$ cat src/rtl/divide_iter.sv
// divide_iter: signed fixed-point divider, (dividend << Q_BITS) / divisor,
// computed by a radix-2 restoring loop between FWFT input FIFOs and an output FIFO.
// Ports: clock, reset (async, active low); dividend/divisor/in_empty/in_rd_en
// form the input FIFO side; out_full/out_wr_en/out_dout/out_status form the
// output FIFO side (status bit0 = divide by zero, bit1 = saturated).
module divide_iter #(
    parameter int D_WIDTH = 32,
    parameter int Q_BITS  = 10,
    parameter int ROUND   = 0
) (
    input  logic               clock,
    input  logic               reset,
    input  logic [D_WIDTH-1:0] dividend,
    input  logic [D_WIDTH-1:0] divisor,
    input  logic               in_empty,
    output logic               in_rd_en,
    input  logic               out_full,
    output logic               out_wr_en,
    output logic [D_WIDTH-1:0] out_dout,
    output logic [1:0]         out_status
);
    localparam int N  = D_WIDTH + Q_BITS;
    localparam int CW = $clog2(N);
    localparam logic [N:0] MAX_MAG = {{(N-D_WIDTH+2){1'b0}}, {(D_WIDTH-1){1'b1}}};
    localparam logic [N:0] MIN_MAG = MAX_MAG + 1'b1;
    localparam logic [D_WIDTH-1:0] MAX_D = {1'b0, {(D_WIDTH-1){1'b1}}};
    localparam logic [D_WIDTH-1:0] MIN_D = {1'b1, {(D_WIDTH-1){1'b0}}};

    typedef enum logic [1:0] {IDLE, ITER, FIX, WRITE} state_t;
    state_t state;

    logic [N:0]         num;
    logic [D_WIDTH:0]   den;
    logic [D_WIDTH:0]   rem;
    logic [N-1:0]       quo;
    logic [CW-1:0]      count;
    logic               sign, dsign, div0;

    logic [D_WIDTH:0]   a_ext, b_ext, a_mag, b_mag;
    logic [D_WIDTH+1:0] trial, diff;
    logic               ge, up, ovf;
    logic [N:0]         mag;
    logic [D_WIDTH-1:0] res, fix_dout;
    logic [1:0]         fix_status;

    // One extra bit keeps |-2^(D_WIDTH-1)| exact.
    assign a_ext = {dividend[D_WIDTH-1], dividend};
    assign b_ext = {divisor[D_WIDTH-1], divisor};
    assign a_mag = dividend[D_WIDTH-1] ? -a_ext : a_ext;
    assign b_mag = divisor[D_WIDTH-1] ? -b_ext : b_ext;

    // The borrow out of the trial subtraction decides the quotient bit.
    assign trial = {rem, num[N-1]};
    assign diff  = trial - {1'b0, den};
    assign ge    = ~diff[D_WIDTH+1];

    assign up  = (ROUND != 0) && ({rem, 1'b0} >= {1'b0, den});
    assign mag = {1'b0, quo} + {{N{1'b0}}, up};
    assign ovf = sign ? (mag > MIN_MAG) : (mag > MAX_MAG);
    assign res = sign ? -mag[D_WIDTH-1:0] : mag[D_WIDTH-1:0];
    assign fix_dout   = div0 ? (dsign ? MIN_D : MAX_D) : ovf ? (sign ? MIN_D : MAX_D) : res;
    assign fix_status = div0 ? 2'b01 : {ovf, 1'b0};

    assign in_rd_en  = (state == IDLE) && !in_empty;
    assign out_wr_en = (state == WRITE) && !out_full;

    always_ff @(posedge clock or negedge reset) begin
        if (!reset) begin
            state      <= IDLE;
            num        <= '0;
            den        <= '0;
            rem        <= '0;
            quo        <= '0;
            count      <= '0;
            sign       <= 1'b0;
            dsign      <= 1'b0;
            div0       <= 1'b0;
            out_dout   <= '0;
            out_status <= '0;
        end else begin
            case (state)
                IDLE: if (!in_empty) begin
                    num   <= {a_mag, {Q_BITS{1'b0}}};
                    den   <= b_mag;
                    rem   <= '0;
                    quo   <= '0;
                    sign  <= dividend[D_WIDTH-1] ^ divisor[D_WIDTH-1];
                    dsign <= dividend[D_WIDTH-1];
                    div0  <= (divisor == '0);
                    count <= CW'(N-1);
                    state <= ITER;
                end
                ITER: begin
                    num   <= num << 1;
                    rem   <= ge ? diff[D_WIDTH:0] : trial[D_WIDTH:0];
                    quo   <= {quo[N-2:0], ge};
                    count <= count - 1'b1;
                    if (count == '0) state <= FIX;
                end
                FIX: begin
                    out_dout   <= fix_dout;
                    out_status <= fix_status;
                    state      <= WRITE;
                end
                WRITE: if (!out_full) state <= IDLE;
                default: state <= IDLE;
            endcase
        end
    end
endmodule

$ cat config.mk
export PLATFORM = sky130hd
export DESIGN_NAME = divide_iter
export DESIGN_NICKNAME = d
export VERILOG_FILES = /design/src/rtl/divide_iter.sv
export SDC_FILE = /design/constraint.sdc
export NUM_CORES = 1
export LEC_CHECK = 0
export BUFFER_PORTS_ARGS = -buffer_cell sky130_fd_sc_hd__buf_2
export CAP_MARGIN = 20
export CORE_MARGIN = 2
export CORE_UTILIZATION = 55
export DETAILED_ROUTE_END_ITERATION = 8
export GPL_ROUTABILITY_DRIVEN = 0
export GPL_TIMING_DRIVEN = 0
export PLACE_DENSITY = 0.78
export SYNTH_ARGS = -nofsm -noshare
export SYNTH_HDL_FRONTEND = slang
export SYNTH_SLANG_ARGS = --single-unit
$ cat constraint.sdc
create_clock -name clock -period 3.24 [get_ports clock]
set_clock_uncertainty 0.2 [all_clocks]
set_input_delay 0.324 -clock clock [delete_from_list [all_inputs] [get_ports clock]]
set_output_delay 0.324 -clock clock [all_outputs]
set_load 0.05 [all_outputs]
==> results.toml <==
[outcome]
status = "finished with violations"
violations = "setup timing"

[layout]
final_nets = 1528
fillers = 1480
multiInputGateArea_um2 = 6820
seqCellArea_um2 = 4629
final_layout_size_suffix_gt1_share_pct = 22.31
final-instance-count-excl-fill = 1700
area_growth_pct = 25.24
n_antenna_cell = 0

[power_and_ir_drop]
leakage_nw = 6.389
p_per_area_nw_per_um2 = 1201
ir_worst_vdd_uv = 610.3
power_w = 0.01677

[clocking]
cts_sinks = 185
h-tree-depth = 4
cts-root-buf = "clkbuf_16"
clkSlewWorstSetupHoldPaths_ns = 0.08
cts_made_buffers = 17
clk_path_buf_depth = 2
clock_latency_ns = 0.45
cts_tree = "yes"

[routing]
wire_per_inst_um = 18.74
drt_iter0_markers = 1007
ant_nets = 0
vias = 10520
viasPerCell = 6.189
drt-total-wl_um = 31860
drc = 0
dr.pass1.iters = 6

[synth]
synth_seq_cells = 185
ys_types = 61
netlist_area_um2 = 11150
syn_area_per_cell_um2 = 8.921
yosys.area.top_type_share_pct = 41.52
ys_warn_count = 0
seq_area_frac_synth_pct = 41.52
synth_area_leaders = "dfrtp_1 42%, xor2_1 7.5%, o21ai_0 5.2%, nand2_1 4.9%, ha_1 4.7%"
yosysMostFrequentCell = "dfrtp_1"
synth_ff_type = "dfrtp_1"
async_reset_ff_share_pct = 100.0
synth.net_count = 1361
synth_edf_count = 0
yosys-top-cells-count = "185 x dfrtp_1, 146 x nand2_1, 115 x o21ai_0"
postSynthCellCount = 1250
synth_largest_area_cell = "dfrtp_1"

[floorplan]
start_util_pct = 55.64
pin_count = 104
rows = 52
die_y_um = 146.4
die_area_um2 = 21430
chipWidth_um = 146.4
core_um2 = 20040

[critical_path]
startpoint_type = "flip-flop"
crit_path_frequent_cell = "o41ai_4"
critical_path.top_delay_family = "compound AO/OA/AOI/OAI gates"
crit_chain = "inv_1, ha_2, a21oi_1, nand2_1, a21oi_2, o21ai_2, nor4_2, o41ai_4, o41ai_4, xor2_2, buf_6, clkbuf_16, nand3_2, o311ai_1"
cp_slowest_cell = "o41ai_4"
cp.buffers_inverters = 3
arrival_ns = 3.73
critPathMaxStageDelay_ns = 0.43
critical_path_peak_fanout = 8
required_ns = 3.38
setup.worst_path.end_class = "flip-flop"
path_class = "reg2reg"

[sta]
fin_ws_ns = -0.3495
max_freq_mhz = 278.6
timing.final.crit_share_pct = 110.8
maxSlewHeadroom_pct = 38.62
rsz0062_at_grt = "true"
hold_violations = 0
layout_min_cycle_time_ns = 3.589
worst_slew_pin_slew_ns = 0.9207
slew_viol_final = 0
finalSetupViolCount = 67

[place]
dp.cells = 1624
place_hpwl_um = 19920
io_buffers = 103

[global_routing]
overflow = 0
antenna_found_initial = 0
grt_max_degree = 115
grt_pass1_wl_um = 49030
first_global_vias = 9899
track_usage_pct = 27.97

[job]
cap_violations = 0

[worst_hold_path]
min_path_type = "in2reg"
cells in the final DEF (no fill, tap or decap), types with 7 or more instances in the layout:
master	count
dfrtp_1	185
nand2_1	144
o21ai_0	105
buf_2	102
xor2_1	94
nor2_1	69
a21oi_1	61
clkbuf_1	59
inv_1	49
a22o_1	43
ha_1	33
buf_4	33
o22a_1	29
o31ai_1	27
nand3_2	23
nand3_1	22
xnor2_1	21
clkbuf_16	20
nand2b_1	17
nor2_4	14
a21o_1	14
nor3_1	14
or4_1	14
or3_1	13
o41ai_1	13
o21ai_1	11
o311ai_2	11
nor2_2	10
nor2b_1	9
mux2i_1	7
buf_8	7
buf_6	7
metal layers:
| layer | track usage (%) | vias to the layer above | routed length, µm | share of wire (%) |
|---|---|---|---|---|
| li1 | - | 4827 | - | - |
| met1 | 38.21 | 5132 | 13050 | 41 |
| met2 | 45.92 | 467 | 15620 | 49 |
| met3 | 4.531 | 96 | 2248 | 7.1 |
| met4 | 9.175 | 0 | 942 | 3.0 |
| met5 | 0 | - | 0 | 0 |
where the power goes:
part           total [W]  internal, W  switching, W
Clock            0.00216      0.00106       0.00110
Sequential       0.00372      0.00312      0.000595
Combinational     0.0109      0.00417       0.00672
Total             0.0168      0.00835       0.00842
final timing paths:
kind / startpoint / to / slack, ns / cells past startpoint
worst max register to register: den[15]$_DFFE_PN0P_ / rem[20]$_DFFE_PN0P_ / -0.35 / 14
worst min-delay path: divisor[28] / den[28]$_DFFE_PN0P_ / 0.001 / 3
worst max-delay path: den[15]$_DFFE_PN0P_ / rem[20]$_DFFE_PN0P_ / -0.35 / 14
worst min register to register: den[28]$_DFFE_PN0P_ / den[28]$_DFFE_PN0P_ / 0.29 / 2
max in group asynchronous: reset / rem[28]$_DFFE_PN0P_ / 1.67 / 3
min in group asynchronous: reset / rem[8]$_DFFE_PN0P_ / 0.22 / 2
registers in the layout, indices dropped and copies added, names as in the netlist:
name / cells
state: 2
out_dout: 32
quo: 42
sign: 1
out_status: 2
num: 32
count: 6
den: 33
div0: 1
rem: 33
dsign: 1
area by class of cell:
class	instances	share of cell area [%]
plain buffers	70	2.536
clock buffers	17	3.046
clock inverters	15	1.380
inverters	55	1.478
multi-input cells	936	48.84
flip-flops and latches	185	33.15
well taps	270	2.419
repair buffers	152	7.150
tightest hold or removal path, stage by stage:
cell     delay (ns)
buf_2          0.10
xor2_1         0.06
o21ai_0        0.13
through the flow:
step | utilization, % | setup slack, ns | hold slack, ns | setup TNS (ns) | instance area [µm²]
2_1_floorplan | - | -0.01491 | -0.1716 | -0.01491 | 11170
3_3_place_gp | 60.00 | -1.359 | 0.2615 | -278.93 | 12020
3_5_place_dp | 60.19 | -0.8456 | 0.1305 | -31.48 | 12060
4_1_cts | 66.69 | -0.2032 | 0.001227 | -5.501 | 13360
5_1_grt | 69.69 | -0.4185 | 0.01216 | -21.48 | 13960
6_report | 69.69 | -0.3495 | 0.001166 | -15.51 | 13960
kinds of logic (layout without fill, tap and decap cells):
| logic type | after synthesis | after routing | share of synthesized area [%] |
|---|---|---|---|
| and+or+nand+nor | 390 | 390 | 16.39 |
| DFF | 185 | 185 | 41.52 |
| muxes | 10 | 10 | 0.9313 |
| buffers and inverters | 129 | 309 | 4.612 |
| AOI/OAI and AO/OA | 376 | 376 | 22.46 |
| xor gates and xnor gates | 117 | 117 | 9.190 |
| adders and majority gates | 43 | 43 | 4.892 |
timing repair:
| action | CTS | global route |
|---|---|---|
| setup buffers | 28 | 10 |
| setup endpoints to repair | 67 | 67 |
| hold buffers | 5 | 0 |
| endpoints found under the hold margin | 75 | 0 |
| pin swaps | 22 | 52 |
| gates resized for setup | 101 | 105 |
| cloned | 2 | 4 |
(Power assumes the default switching activity.)
